===== config.mk =====
export PLATFORM = sky130hd
export DESIGN_NAME = alu_seq
export DESIGN_NICKNAME = d
export VERILOG_FILES = /design/src/rtl/alu_seq.sv
export SDC_FILE = /design/constraint.sdc
export NUM_CORES = 1
export LEC_CHECK = 0
export CAP_MARGIN = 40
export CORE_ASPECT_RATIO = 2
export CORE_UTILIZATION = 46
export CTS_CLUSTER_SIZE = 28
export DETAILED_ROUTE_END_ITERATION = 10
export PLACE_DENSITY = 0.83
export RECOVER_POWER = 100
export SLEW_MARGIN = 20
export SYNTH_ARGS = -nofsm -noshare
export SYNTH_HDL_FRONTEND = slang
export SYNTH_SLANG_ARGS = --single-unit

===== constraint.sdc =====
create_clock -name clk -period 4 [get_ports clk]
set_input_delay 0.8 -clock clk [delete_from_list [all_inputs] [get_ports clk]]
set_output_delay 0.8 -clock clk [all_outputs]
set_load 0.005 [all_outputs]

===== src/rtl/alu_seq.sv =====
// rtl/alu_seq.sv - nibble-serial command sequencer wrapped around the combinational 4-bit alu
module alu_seq #(
  parameter int NIB = 2
) (
  input  logic               clk,
  input  logic               reset,
  input  logic               in_valid,
  output logic               in_ready,
  input  logic [4*NIB-1:0]   in_a,
  input  logic [4*NIB-1:0]   in_b,
  input  logic               in_cin,
  input  logic               in_l,
  input  logic [1:0]         in_aluop,
  output logic [3:0]         alu_a,
  output logic [3:0]         alu_b,
  output logic               alu_cin,
  output logic               alu_l,
  output logic [1:0]         alu_op,
  input  logic [3:0]         alu_r,
  input  logic               alu_zero,
  input  logic               alu_cout,
  input  logic               alu_sign,
  output logic               out_valid,
  input  logic               out_ready,
  output logic [4*NIB-1:0]   out_r,
  output logic               out_zero,
  output logic               out_cout,
  output logic               out_sign
);

  localparam int W  = 4 * NIB;
  // index width is kept at least one bit so NIB=1 still has a legal vector
  localparam int KW = (NIB > 1) ? $clog2(NIB) : 1;
  localparam logic [KW-1:0] LAST_K = KW'(NIB - 1);

  typedef enum logic [1:0] {
    IDLE = 2'd0,
    RUN  = 2'd1,
    DONE = 2'd2
  } state_t;

  state_t state;
  state_t next_state;

  // latched command
  logic [W-1:0]  a_reg;
  logic [W-1:0]  b_reg;
  logic          cin_reg;
  logic          l_reg;
  logic [1:0]    op_reg;

  // progress and accumulated result
  logic [KW-1:0] k;
  logic [W-1:0]  r_reg;
  logic          zacc;
  logic          carry;
  logic          sign_reg;

  // selected operand nibbles for the current index
  logic [3:0]    a_nib;
  logic [3:0]    b_nib;

  logic          accept;
  logic          last_nib;
  logic          chain;

  assign accept   = (state == IDLE) && in_valid;
  assign last_nib = (k == LAST_K);
  // only the arithmetic add ripples carry across nibbles; everything else is nibble-parallel
  assign chain    = !l_reg && (op_reg == 2'b10);

  // state register
  always_ff @(posedge clk or posedge reset) begin
    if (reset) begin
      state <= IDLE;
    end else begin
      state <= next_state;
    end
  end

  // next-state decode
  always_comb begin
    next_state = state;
    case (state)
      IDLE:    if (in_valid)  next_state = RUN;
      RUN:     if (last_nib)  next_state = DONE;
      DONE:    if (out_ready) next_state = IDLE;
      default: next_state = IDLE;
    endcase
  end

  // pick the operand nibbles addressed by k
  always_comb begin
    a_nib = '0;
    b_nib = '0;
    for (int i = 0; i < NIB; i++) begin
      if (k == KW'(i)) begin
        a_nib = a_reg[4*i +: 4];
        b_nib = b_reg[4*i +: 4];
      end
    end
  end

  // outputs: handshakes and ALU drive depend only on registered state
  always_comb begin
    in_ready  = 1'b0;
    out_valid = 1'b0;
    alu_a     = '0;
    alu_b     = '0;
    alu_cin   = 1'b0;
    alu_l     = 1'b0;
    alu_op    = '0;
    case (state)
      IDLE: begin
        in_ready = 1'b1;
      end
      RUN: begin
        alu_a   = a_nib;
        alu_b   = b_nib;
        alu_l   = l_reg;
        alu_op  = op_reg;
        alu_cin = (chain && (k != '0)) ? carry : cin_reg;
      end
      DONE: begin
        out_valid = 1'b1;
      end
      default: begin
        in_ready = 1'b0;
      end
    endcase
  end

  // command latch, nibble index and result/flag accumulation
  always_ff @(posedge clk or posedge reset) begin
    if (reset) begin
      a_reg    <= '0;
      b_reg    <= '0;
      cin_reg  <= 1'b0;
      l_reg    <= 1'b0;
      op_reg   <= '0;
      k        <= '0;
      r_reg    <= '0;
      zacc     <= 1'b0;
      carry    <= 1'b0;
      sign_reg <= 1'b0;
    end else begin
      if (accept) begin
        a_reg   <= in_a;
        b_reg   <= in_b;
        cin_reg <= in_cin;
        l_reg   <= in_l;
        op_reg  <= in_aluop;
        k       <= '0;
        zacc    <= 1'b1;
      end
      if (state == RUN) begin
        for (int i = 0; i < NIB; i++) begin
          if (k == KW'(i)) begin
            r_reg[4*i +: 4] <= alu_r;
          end
        end
        zacc     <= zacc & alu_zero;
        carry    <= alu_cout;
        sign_reg <= alu_sign;
        // wrap explicitly so non-power-of-two NIB never leaves k out of range
        k        <= last_nib ? '0 : k + KW'(1);
      end
    end
  end

  assign out_r    = r_reg;
  assign out_zero = zacc;
  assign out_cout = carry;
  assign out_sign = sign_reg;

endmodule


==> results of run 1 <==
==> worst reg2reg max path, stage by stage, from the launching register on <==
cell and delay (ns):
sky130_fd_sc_hd__dfrtp_1 0.39, sky130_fd_sc_hd__nor2_1 0.16, sky130_fd_sc_hd__and2_0 1.05, sky130_fd_sc_hd__mux2_2 0.45
==> layer usage <==
metal	track usage [%]	up-vias	wire length (µm)
li1	-	491	-
met5	0	-	0
met1	21.6	533	1090
met4	11.3	0	79
met3	5.71	9	190
met2	37.3	39	1750
==> worst max path at each step <==
stage,startpoint,endpoint,slack (ns),depth (start not counted)
after floorplan,state[1]$_DFFE_PP0P_,alu_a[0],2.31,3
after global placement,k$_DFFE_PP0P_,alu_cin,1.45,4
after detailed placement,k$_DFFE_PP0P_,alu_cin,1.37,4
after CTS,k$_DFFE_PP0P_,alu_cin,1.05,4
after global routing,k$_DFFE_PP0P_,alu_cin,0.89,4
final,k$_DFFE_PP0P_,alu_cin,1.01,4
==> layout by cell type, fill, tap and decap left out, drive strengths merged <==
cell	count
mux2i	8
nand2b	2
dlygate4sd3	26
clkdlybuf4s50	29
o21ai	4
inv	2
nand2	11
o21bai	1
mux2	28
and2	4
clkinv	1
dfrtp	34
nand3	1
clkbuf	8
and2b	1
nor4bb	1
nor2	10
==> kinds of logic after synthesis <==
logic type	count (synthesis)	synth area share, %
AND/OR/NAND/NOR	30	9.80
buffers and inverters	6	2.67
AO/OA/AOI/OAI	5	1.89
multiplexers	36	27.2
flip-flops	34	58.5
==> area by class of cell <==
class                   instances  area (µm²)  share of cell area (%)
clock inverters                 1        5.00                   0.238
multi-input cells              71         562                    26.7
clock buffers                   7        86.3                    4.10
repair buffers                 56         554                    26.4
well taps                      30        37.5                    1.78
flip-flops and latches         34         851                    40.5
inverters                       2        7.51                   0.357
==> where the power goes <==
group | switching (mW) | internal [mW]
logic | 0.263 | 0.403
clock network | 0.113 | 0.139
registers | 0.115 | 0.521
==> per-stage QoR <==
step                      cell area (µm²)  hold slack (ns)  instances
after floorplan                      1460            0.457        111
after global placement               2020            0.461        193
after detailed placement             2020            0.476        193
after CTS                            2110            0.491        201
after global routing                 2100            0.508        201
final                                2100            0.487        201
==> impl_summary.log, run 1 <==
[metrics] run status: finished, violations left
[metrics] failing checks: max-capacitance violations, max-slew violations
[metrics] post-route clock skew: roughly 0.0051 ns
[metrics] critical path's largest stage delay: 0.71 ns
[metrics] largest vdd supply drop: 447 µV
[metrics] setup total negative slack: 0 ns
[metrics] global placement routability congestion: just under 0.7
[metrics] count of fill cells added during filler insertion: 227
[metrics] total overflow reported by the global router: 0
[metrics] most area-consuming cells after synthesis: sky130_fd_sc_hd__dfrtp_1 (58%), sky130_fd_sc_hd__mux2_1 (15%), sky130_fd_sc_hd__mux2_2 (7.0%), sky130_fd_sc_hd__mux2i_1 (5.5%), sky130_fd_sc_hd__nand2_1 (2.8%)
[metrics] fin util: between 70% and 80%
[metrics] library cell with the highest instance count after synthesis: sky130_fd_sc_hd__dfrtp_1
[metrics] worst endpoint required time: 3.20 ns
[metrics] Tmin final: roughly 3 ns
[metrics] Synth async-reset ratio: 100%
[metrics] die height: around 82 µm
[metrics] kind of path behind the tightest hold check: reg -> reg
[metrics] Synth Net Count: 142
[metrics] vias in the first global route: 1,204
[metrics] post-route DRC violation count: 0
[metrics] final setup violation count: 0
[metrics] Worst setup EP type: primary output
[metrics] floorplan die area: 3410 µm²
[metrics] Syn Area/Cell: 13.1 µm²
[metrics] vias per cell: 5.33
[metrics] CTS tree: built
[metrics] most used flip-flop cell after synthesis: sky130_fd_sc_hd__dfrtp_1
[metrics] antenna cells: 0
[metrics] detailed placement HPWL: roughly 2300 µm
[metrics] Achievable Freq: 335 MHz
[metrics] area share of the leading cell type in the synthesized netlist: 58.5%
[metrics] per-cell routed wire length: 15.5 µm
[metrics] number of nets in the final layout: 201
[metrics] total wirelength of the detailed-routed design: between 3000 and 4000 µm
[metrics] DR pass1 iterations: 3
[metrics] leakage power: 0.934 nW
[metrics] post-placement worst setup slack: 1.37 ns
[metrics] post-route fraction of the period consumed by the critical path: 74.7%
[metrics] share of the yosys chip area belonging to registers: 58.5%
[metrics] source of the worst register-to-register timing path: state[1]$_DFFE_PP0P_
[metrics] largest net degree at the start of global routing: 35
[metrics] setup slack of the most critical reg-to-reg path: 1.84 ns
[metrics] flop and latch count out of synthesis: 34
[metrics] Critical-path top delay cell: sky130_fd_sc_hd__dfrtp_1
[metrics] count of port buffers added during placement: 55
[metrics] clock insertion delay at the later pin of the skew report: approximately 0.28 ns
[metrics] number of unique standard cell types used by synthesis: 18
[metrics] Mapped Area: 1460 µm²
[metrics] Placeable Area: approximately 3000 µm²
[metrics] Post-CTS Resized: 0
[metrics] cell type with the largest total area after synthesis: sky130_fd_sc_hd__dfrtp_1
[metrics] count of cells along the worst hold path: 1
[metrics] cell area power density: 739 nW/µm²
[metrics] Max-cap violations: 1
[metrics] worst-case setup margin in the final layout: 1.01 ns
[metrics] Starting Density: between 40% and 50%
[metrics] total count of max-transition violations in the final report: 35
[metrics] CP Class: reg -> out
[metrics] layout overhead on the synthesized area: 44.5%
[metrics] category of the worst setup path launch point: flip-flop
[metrics] unrepaired setup endpoints after global routing: no
[metrics] number of buffers inserted during clock tree synthesis: 5
[metrics] buffer depth of the longest clock path: 2
[metrics] yosys synthesis warning count: 0
[metrics] overall via count from detail_route: 1,072
[metrics] horizontal extent of the die: 41.8 µm
[metrics] DRC violation total after the first TritonRoute iteration: 9
[metrics] number of antenna violations at the first check in global routing: 0
[metrics] Hold Fails Final Rpt: 0
[metrics] post-CTS clock slew at the launch and capture registers of the worst setup and hold paths: 0.07 ns
[metrics] number of flops mapped to enable cells by yosys: 0
[metrics] reg2reg path depth: 3
[metrics] number of buffers inserted for hold repair after clock tree synthesis: 0
[metrics] Slew @ Worst Pin: ~1.8 ns
[metrics] WP data arrival: 2.19 ns
[metrics] clock net sink count: 34
[metrics] max_slew headroom: -18.6%
[metrics] CTS H-tree lvls: 2
[metrics] cells after synthesis: approximately 110
[metrics] buffer cell driving the clock tree root: sky130_fd_sc_hd__clkbuf_8
[metrics] FF-to-FF End: a_reg[6]$_DFFE_PP0P_
[metrics] share of post-route cells with drive strength above 1: 9.36%
[metrics] post-CTS setup buffer count: 0
[metrics] family of cells with the greatest summed delay on the critical path: flip-flops
[metrics] gr usage total: about a fifth
[metrics] crit path cell chain: nor4bb_1 -> nand3_1 -> o21ai_0 -> dlygate4sd3_1
[metrics] Max Fanout on Critical Path: 13
[metrics] startpoint of the most critical hold path: b_reg[6]$_DFFE_PP0P_
[metrics] number of placement rows: 28
[metrics] global-route wire length before repair: ~5300 µm
[metrics] buffers and inverters on the worst path: 1
[metrics] top-level I/O count: 56
[metrics] top cells by count, synth: sky130_fd_sc_hd__dfrtp_1 (34), sky130_fd_sc_hd__mux2_1 (19), sky130_fd_sc_hd__nand2_1 (11), sky130_fd_sc_hd__nor2_1 (10), sky130_fd_sc_hd__mux2_2 (9)
[metrics] total power of the final layout: 1.55 mW
[metrics] Detail Route Antenna Nets: 0
[metrics] end point of the most critical hold path: b_reg[6]$_DFFE_PP0P_
Power figures use the tool's default switching activity.
==> inputs of run 2 (changes only) <==
--- a/config.mk
+++ b/config.mk
@@ -7,10 +7,10 @@
 export LEC_CHECK = 0
 export CAP_MARGIN = 40
 export CORE_ASPECT_RATIO = 2
-export CORE_UTILIZATION = 46
+export CORE_UTILIZATION = 43
 export CTS_CLUSTER_SIZE = 28
 export DETAILED_ROUTE_END_ITERATION = 10
-export PLACE_DENSITY = 0.83
+export PLACE_DENSITY = 0.79
 export RECOVER_POWER = 100
 export SLEW_MARGIN = 20
 export SYNTH_ARGS = -nofsm -noshare
==> constraint.sdc (replaced) <==
create_clock -name clk -period 2.75 [get_ports clk]
set_input_delay 0.55 -clock clk [delete_from_list [all_inputs] [get_ports clk]]
set_output_delay 0.55 -clock clk [all_outputs]
set_load 0.005 [all_outputs]
==> run 2 against run 1 <==
Design area rose by 0.77%. Critical endpoint is now alu_a[0]. Sequential share of layout area fell by 0.31 points. The flow now finishes without violations. Final cell count rose by 2.0%. Clock power rose by 49%. Largest cell class unchanged. Via count fell by 0.28%.
==> impl_summary.log, run 2 (synthesized netlist as in run 1, its figures left out) <==
[metrics] antenna cells: 0 (unchanged)
[metrics] total wirelength of the detailed-routed design: 3240 µm (+3.9%)
[metrics] DRC violation total after the first TritonRoute iteration: 8 (-1)
[metrics] Max Fanout on Critical Path: 14 (+1)
[metrics] number of buffers inserted during clock tree synthesis: 5 (unchanged)
[metrics] kind of path behind the tightest hold check: reg -> reg
[metrics] Worst setup startpoint: state[1]$_DFFE_PP0P_
[metrics] CP Class: reg -> out
[metrics] placed inst area: 2040 µm² (+0.81%)
[metrics] per-cell routed wire length: 15.8 µm (+1.9%)
[metrics] top-level I/O count: 56 (unchanged)
[metrics] vias per cell: 5.21 (-2.2%)
[metrics] die height: 84.3 µm (+3.3%)
[metrics] DR pass1 iterations: 3 (unchanged)
[metrics] total count of max-transition violations in the final report: 0 (-100%)
[metrics] largest vdd supply drop: 689 µV (+54%)
[metrics] Placeable Area: 3190 µm² (+7.2%)
[metrics] Critical Path End: alu_a[0]
[metrics] cell area power density: 1080 nW/µm² (+46%)
[metrics] count of cells along the worst hold path: 2 (+1)
[metrics] CTS H-tree lvls: 2 (unchanged)
[metrics] buffer cell driving the clock tree root: sky130_fd_sc_hd__clkbuf_8
[metrics] Max-cap violations: 0 (-1)
[metrics] setup total negative slack: 0 ns (unchanged)
[metrics] run status: finished, final reports clean
[metrics] area taken by multi-input logic gates: 562 µm² (unchanged)
[metrics] layout overhead on the synthesized area: 45.7%
[metrics] Hold Fails Final Rpt: 0 (unchanged)
[metrics] WP data arrival: 1.90 ns (-0.29 ns)
[metrics] post-CTS clock slew at the launch and capture registers of the worst setup and hold paths: 0.07 ns (about the same)
[metrics] Worst setup EP type: primary output
[metrics] category of the worst setup path launch point: flip-flop
[metrics] total power of the final layout: 2.29 mW (+47%)
[metrics] part of the power in combinational logic: 44.5% (+1.6 points)
[metrics] area of all placed cells without fillers: 2120 µm² (+0.77%)
[metrics] part of the power in registers: 39.1% (-1.8 points)
[metrics] vias in the first global route: 1,142 (-5.1%)
[metrics] Reg area: 851 µm² (unchanged)
[metrics] FF-to-FF End: b_reg[1]$_DFFE_PP0P_
[metrics] unrepaired setup endpoints after global routing: no
[metrics] share of post-route cells with drive strength above 1: 9.77% (+0.41 points)
[metrics] number of nets in the final layout: 204 (+1.5%)
[metrics] Detail Route Antenna Nets: 0 (unchanged)
[metrics] post-CTS setup buffer count: 0 (unchanged)
[metrics] most frequent cells in the layout: sky130_fd_sc_hd__dfrtp_1 (34), sky130_fd_sc_hd__clkdlybuf4s50_1 (29), sky130_fd_sc_hd__dlygate4sd3_1 (26)
[metrics] Slew @ Worst Pin: 1.36 ns (-0.423 ns)
[metrics] internal power: 1.55 mW (+46%)
[metrics] overall via count from detail_route: 1,069 (-0.28%)
[metrics] count of fill cells added during filler insertion: 241 (+6.2%)
[metrics] post-route DRC violation count: 0 (unchanged)
[metrics] Post-CTS Resized: 0 (unchanged)
[metrics] number of antenna violations at the first check in global routing: 0 (unchanged)
[metrics] final setup violation count: 0 (unchanged)
[metrics] post-route fraction of the period consumed by the critical path: 89.2%
[metrics] Sw Ratio: 32.1% (+0.48 points)
[metrics] Layout Cells excl Fill: 205 (+2.0%)
[metrics] clock insertion delay at the later pin of the skew report: 0.29 ns (about the same)
[metrics] horizontal extent of the die: 43.1 µm (+3.3%)
[metrics] leakage power: 0.944 nW (+1.0%)
[metrics] floorplan die area: 3630 µm² (+6.7%)
[metrics] fraction of power consumed by the clock network: 16.4% (+0.2 points)
[metrics] max_slew headroom: 9.61% (+28 points)
[metrics] clock net sink count: 34 (unchanged)
[metrics] global placement routability congestion: 0.748 (+8.6%)
[metrics] Starting Density: 45.6% (-3.3 points)
[metrics] Achievable Freq: just over 400 MHz
[metrics] total overflow reported by the global router: 0 (unchanged)
[metrics] count of port buffers added during placement: 55 (unchanged)
[metrics] post-route clock skew: 0.00820 ns (+0.00306 ns)
[metrics] worst endpoint required time: 2.20 ns (-1.00 ns)
[metrics] source of the worst register-to-register timing path: state[1]$_DFFE_PP0P_
[metrics] largest net degree at the start of global routing: 23 (-34%)
[metrics] Tmin final: 2.45 ns
[metrics] detailed placement HPWL: 2440 µm (+5.3%)
[metrics] buffer depth of the longest clock path: 2 (unchanged)
[metrics] global-route wire length before repair: 5240 µm (-0.64%)
[metrics] leading cell type in the layout, fill and taps excluded: sky130_fd_sc_hd__dfrtp_1
[metrics] gr usage total: 19.6% (-1.2 points)
[metrics] power spent charging and discharging nets: 0.733 mW (+49%)
[metrics] number of placement rows: 29 (+3.6%)
[metrics] CTS tree: built
[metrics] number of buffers inserted for hold repair after clock tree synthesis: 0 (unchanged)
[metrics] number of instances in the placed design: 196 (+1.6%)
[metrics] reg2reg path depth: 3 (unchanged)
[metrics] setup slack of the most critical reg-to-reg path: 0.48 ns (-1.36 ns)
run 2: metal layers:
layer / track usage (%) / vias to the layer above / share of wire (%)
met5: 0 / - / 0
met4: 11.3 / 0 / 3.5
met3: 6.88 / 10 / 6.1
met2: 32.7 / 42 / 55
met1: 20.5 / 517 / 35
li1: - / 500 / -
run 2: critical path, cell delays in order (launching register included):
cell and delay, ns:
sky130_fd_sc_hd__dfrtp_1 0.40, sky130_fd_sc_hd__nand2b_1 0.41, sky130_fd_sc_hd__nor2_1 0.23, sky130_fd_sc_hd__dlygate4sd3_1 0.59
run 2: layout make-up:
class | instances | share of cell area, %
flip-flops and latches | 34 | 40.1
repair buffers | 59 | 26.9
multi-input cells | 71 | 26.5
clock buffers | 7 | 4.07
well taps | 31 | 1.83
inverters | 2 | 0.354
clock inverters | 1 | 0.236
run 2: worst min path at each step:
stage / start / end / slack (ns)
after detailed placement: b_reg[2]$_DFFE_PP0P_ / b_reg[2]$_DFFE_PP0P_ / 0.48
after CTS: b_reg[2]$_DFFE_PP0P_ / b_reg[2]$_DFFE_PP0P_ / 0.49
after floorplan: a_reg[0]$_DFFE_PP0P_ / a_reg[0]$_DFFE_PP0P_ / 0.46
after global routing: b_reg[2]$_DFFE_PP0P_ / b_reg[2]$_DFFE_PP0P_ / 0.51
final: out_sign$_DFFE_PP0N_ / out_sign$_DFFE_PP0N_ / 0.48
after global placement: out_sign$_DFFE_PP0N_ / out_sign$_DFFE_PP0N_ / 0.46
run 2: metrics by stage:
step	setup slack [ns]	hold slack (ns)	utilization [%]
2_1_floorplan	1.31	0.457	-
3_3_place_gp	0.732	0.461	63.8
3_5_place_dp	0.673	0.478	63.8
4_1_cts	0.355	0.492	66.6
5_1_grt	0.194	0.507	66.4
6_report	0.298	0.479	66.4
run 2: power groups by stage:
stage          registers [mW]  logic, mW  clock network [mW]
2_1_floorplan           0.876      0.583                   0
3_3_place_gp            0.882       1.07                   0
3_5_place_dp            0.903       1.11                   0
4_1_cts                 0.899       1.12               0.382
5_1_grt                 0.919       1.11               0.410
6_report                0.893       1.02               0.376
==> inputs of run 3 (changes only) <==
--- a/config.mk
+++ b/config.mk
@@ -5,7 +5,7 @@
 export SDC_FILE = /design/constraint.sdc
 export NUM_CORES = 1
 export LEC_CHECK = 0
-export CAP_MARGIN = 40
+export CAP_MARGIN = 20
 export CORE_ASPECT_RATIO = 2
 export CORE_UTILIZATION = 43
 export CTS_CLUSTER_SIZE = 28
==> run 3 against run 2 <==
First-iteration DRC count increased by 13%. Clock power is essentially flat. Design area down 0.18%. Global-route usage did not move. Combinational power hardly changed. Critical path type unchanged.
==> impl_summary.log, run 3 (synthesized netlist as in run 1, its figures left out) <==
[metrics] layout overhead on the synthesized area: 45.4%
[metrics] largest net degree at the start of global routing: 23 (unchanged)
[metrics] total wirelength of the detailed-routed design: 3210 µm (-0.65%)
[metrics] CP Class: reg -> out
[metrics] Critical-path top delay cell: sky130_fd_sc_hd__dlygate4sd3_1
[metrics] worst endpoint required time: 2.20 ns (about the same)
[metrics] Max-cap violations: 0 (unchanged)
[metrics] Max Fanout on Critical Path: 14 (unchanged)
[metrics] leading cell type in the layout, fill and taps excluded: sky130_fd_sc_hd__dfrtp_1
[metrics] horizontal extent of the die: 43.1 µm (unchanged)
[metrics] overall via count from detail_route: 1,065 (-0.37%)
[metrics] critical path's largest stage delay: 0.59 ns (about the same)
[metrics] post-CTS setup buffer count: 0 (unchanged)
[metrics] final setup violation count: 0 (unchanged)
[metrics] setup total negative slack: 0 ns (unchanged)
[metrics] count of port buffers added during placement: 55 (unchanged)
[metrics] leakage power: 0.942 nW (-0.13%)
[metrics] kind of path behind the tightest hold check: reg -> reg
[metrics] vias per cell: 5.22 (+0.11%)
[metrics] max_slew headroom: 9.47% (-0.14 points)
[metrics] post-route fraction of the period consumed by the critical path: 89.4% (+0.23 points)
[metrics] count of fill cells added during filler insertion: 241 (unchanged)
[metrics] Placeable Area: 3190 µm² (unchanged)
[metrics] number of nets in the final layout: 203 (-0.49%)
[metrics] clock insertion delay at the later pin of the skew report: 0.29 ns (about the same)
[metrics] CTS tree: built
[metrics] Hold Fails Final Rpt: 0 (unchanged)
[metrics] WP data arrival: 1.91 ns (about the same)
[metrics] Detail Route Antenna Nets: 0 (unchanged)
[metrics] cell area power density: 1080 nW/µm² (+0.11%)
[metrics] share of post-route cells with drive strength above 1: 9.83% (+0.056 points)
[metrics] CTS H-tree lvls: 2 (unchanged)
[metrics] total count of max-transition violations in the final report: 0 (unchanged)
[metrics] detailed placement HPWL: 2440 µm (unchanged)
[metrics] DR pass1 iterations: 2 (-1)
[metrics] DRC violation total after the first TritonRoute iteration: 9 (+1)
[metrics] largest vdd supply drop: 690 µV (+0.15%)
[metrics] crit path cell chain: nand2b_1 -> nor2_1 -> dlygate4sd3_1
[metrics] global placement routability congestion: 0.748 (unchanged)
[metrics] Worst setup EP type: primary output
[metrics] unrepaired setup endpoints after global routing: no
[metrics] most frequent cells in the layout: sky130_fd_sc_hd__dfrtp_1 (34), sky130_fd_sc_hd__clkdlybuf4s50_1 (29), sky130_fd_sc_hd__dlygate4sd3_1 (26)
[metrics] global-route wire length before repair: 5240 µm (unchanged)
[metrics] clock net sink count: 34 (unchanged)
[metrics] Achievable Freq: 407 MHz (-0.26%)
[metrics] antenna cells: 0 (unchanged)
[metrics] top-level I/O count: 56 (unchanged)
[metrics] buffers and inverters on the worst path: 1 (unchanged)
[metrics] number of antenna violations at the first check in global routing: 0 (unchanged)
[metrics] Post-CTS Resized: 0 (unchanged)
[metrics] category of the worst setup path launch point: flip-flop
[metrics] post-route clock skew: 0.00916 ns (+0.000961 ns)
[metrics] die height: 84.3 µm (unchanged)
[metrics] floorplan die area: 3630 µm² (unchanged)
[metrics] post-route DRC violation count: 0 (unchanged)
[metrics] Tmin final: 2.46 ns (+0.00630 ns)
[metrics] buffer cell driving the clock tree root: sky130_fd_sc_hd__clkbuf_8
[metrics] number of buffers inserted for hold repair after clock tree synthesis: 0 (unchanged)
[metrics] number of buffers inserted during clock tree synthesis: 5 (unchanged)
[metrics] gr usage total: 19.6% (unchanged)
[metrics] post-CTS clock slew at the launch and capture registers of the worst setup and hold paths: 0.07 ns (about the same)
[metrics] Starting Density: 45.6% (unchanged)
[metrics] total overflow reported by the global router: 0 (unchanged)
[metrics] vias in the first global route: 1,142 (unchanged)
[metrics] Slew @ Worst Pin: 1.36 ns (+0.00206 ns)
[metrics] buffer depth of the longest clock path: 2 (unchanged)
[metrics] family of cells with the greatest summed delay on the critical path: simple AND/OR/NAND/NOR gates
[metrics] per-cell routed wire length: 15.8 µm (-0.16%)
[metrics] run status: finished, final reports clean
[metrics] final-layout worst hold slack: 0.479 ns (-0.000302 ns)
[metrics] number of placement rows: 29 (unchanged)
==> run 3: cell count changes in the layout (fill, tap and decap cells not counted) <==
cell                       change
sky130_fd_sc_hd__clkbuf_1      -1
==> run 3: worst paths after layout <==
check                                     start                   end  slack, ns  cells past startpoint
hold reg to reg            out_sign$_DFFE_PP0N_  out_sign$_DFFE_PP0N_       0.48                      2
min in group asynchronous                 reset  b_reg[4]$_DFFE_PP0P_       0.84                      2
max in group asynchronous                 reset  b_reg[1]$_DFFE_PP0P_       1.09                      3
setup reg to reg           state[1]$_DFFE_PP0P_  b_reg[1]$_DFFE_PP0P_       0.48                      3
setup / recovery           state[1]$_DFFE_PP0P_              alu_a[0]       0.29                      3
hold / removal             out_sign$_DFFE_PP0N_  out_sign$_DFFE_PP0N_       0.48                      2
==> run 3: layout make-up <==
class                           instances  area, µm²  share of cell area, %
Clock inverter                          1       5.00                  0.237
Timing Repair Buffer                   58        566                   26.7
Clock buffer                            7       86.3                   4.08
Tap cell                               31       38.8                   1.83
Multi-Input combinational cell         71        562                   26.6
Sequential cell                        34        851                   40.2
Inverter                                2       7.51                  0.355
==> run 3: per-layer routing <==
metal  part of all wire [%]  track usage [%]
met5                      0                0
met4                    3.5             11.3
met3                    6.2             6.88
met2                     55             32.7
met1                     36             20.5
==> run 3: through the flow <==
step / instances / cell area, µm² / util [%] / setup WS (ns) / power, mW
2_1_floorplan: 111 / 1460 / - / 1.31 / 1.46
3_3_place_gp: 196 / 2040 / 63.8 / 0.732 / 1.95
3_5_place_dp: 196 / 2040 / 63.8 / 0.673 / 2.01
4_1_cts: 204 / 2130 / 66.6 / 0.355 / 2.40
5_1_grt: 204 / 2120 / 66.3 / 0.194 / 2.44
6_report: 204 / 2120 / 66.3 / 0.292 / 2.28
==> run 3: worst register-to-register path, cell delays in order, from the launching register on <==
cell and delay, ns:
sky130_fd_sc_hd__dfrtp_1 0.41, sky130_fd_sc_hd__nor2_1 0.24, sky130_fd_sc_hd__and2_0 1.08, sky130_fd_sc_hd__mux2_1 0.43
==> run 3: power by group <==
part           internal (mW)  switching (mW)
clock                  0.202           0.173
combinational          0.592           0.423
sequential             0.759           0.135
total                   1.55           0.731
==> variant, RTL diff (flow settings as in run 3) <==
The parameter `NIB` goes from 2 to 4.
--- a/src/rtl/alu_seq.sv
+++ b/src/rtl/alu_seq.sv
@@ -1,6 +1,6 @@
 // rtl/alu_seq.sv - nibble-serial command sequencer wrapped around the combinational 4-bit alu
 module alu_seq #(
-  parameter int NIB = 2
+  parameter int NIB = 4
 ) (
   input  logic               clk,
   input  logic               reset,
Ports: changed (resized in_a, in_b and out_r); port bits go from 56 to 80. The function was not compared with the original's and may differ.
==> variant against run 3 <==
  * The run now ends with DRC left
  * Power increased by 95%
  * Design area grew 76%
  * Core utilization is 3.6 points lower
  * Area after synthesis is 82% higher
  * Hold slack better by 12 ps
  * Setup slack worse by 220 ps
  * Sequential cell count increased by 25
  * Wire length increased by 88%
  * Clock power rose to 2.7 times the old value
  * Critical path type unchanged
  * Largest power group unchanged
==> variant: results (changes against run 3) <==
Routing
  – Via-to-Cell Ratio: 5.31 (was 5.22)
  – DR iter-0 viols: 67 (was 9)
  – DR WL met3: 276 um (was 198 um)
  – Routed len/inst: 17.5 um (was 15.8 um)
  – Residual DRC: 3 (was 0)
  – Met1 wire length: 2.27 mm (was 1.14 mm)

Power and ir drop
  – Sw Share: 31.3% (was 32.0%)
  – Sequential cell power: 1.56 mW (was 0.894 mW)
  – Static leakage: 1.61 nW (was 0.942 nW)

Placed design
  – PortBufs: 79 (was 55)
  – Pre-CTS setup slack: 15.9 ps (was 673 ps)

Synthesis
  – Post-synthesis mux area share: 23.1% (was 27.2%)
  – Cell variety after synth: 28 (was 18)
  – Post-synth top cells: 59 x dfrtp_1, 48 x mux2_2, 14 x nand2_1 (was 34 x dfrtp_1, 19 x mux2_1, 11 x nand2_1)
  – Sequential-to-total area share from yosys stat: 55.9% (was 58.5%)
  – Syn nets: 246 (was 142)

STA
  – Period Utilization, post-route: 97.4% (was 89.4%)
  – Final Skew: 4.49 ps (was 9.16 ps)

Clocking
  – Clock transition at the registers of the reported paths: 50 ps (was 70 ps)
  – Inserted Clock Buffers: 9 (was 5)
  – H-tree depth: 3 (was 2)
  – Root Buffer: clkbuf_16 (was clkbuf_8)

Worst setup path
  – Setup slack, reg-to-reg: 840 ps (was 480 ps)
  – Slowest-stage cell, CP: clkdlybuf4s50_1 (was dlygate4sd3_1)
  – Family with the most delay on the worst path: buffers and inverters (was simple AND/OR/NAND/NOR gates)
  – RR Endpoint: a_reg[11] (was b_reg[1])
  – CP startpoint: k[0] (was state[1])

GRT
  – Met3 Usage GRT: 5.94% (was 6.88%)
  – Met2 GRT Util: 33.9% (was 32.7%)
  – Largest net degree at the start of global routing: 38 (was 23)

Outcome
  – Run status: finished, violations left (was finished clean)
  – Failing checks: DRC

Layout
  – Fillcell total: 459 (was 241)
variant: through the flow:
| step | std cells | hold WS [ps] | utilization (%) |
|---|---|---|---|
| floorplan | 195 | 467 | - |
| global placement | 329 | 467 | 58.0 |
| detailed placement | 329 | 487 | 58.0 |
| CTS | 345 | 500 | 62.9 |
| global route | 345 | 512 | 62.6 |
| finish | 345 | 491 | 62.6 |
variant: cell type report:
class / count / area (sq um) / area share [%]
Tap cell: 63 / 78.8 / 2.11
Clock buffer: 14 / 264 / 7.08
Inverter: 3 / 11.3 / 0.302
Clock inverter: 2 / 10.0 / 0.268
Sequential cell: 59 / 1480 / 39.6
Multi-Input combinational cell: 120 / 1080 / 28.9
Timing Repair Buffer: 84 / 813 / 21.8
variant: repair_timing:
action | 4_1_cts | 5_1_grt
gates resized for setup | 13 | 1
endpoints found under the setup margin | 9 | 4
pin swaps | 1 | 3
variant: tightest hold or removal path, stage by stage (launching register included):
cell     delay [ps]
dfrtp_1         340
nand2_1          50
nand2_1          60
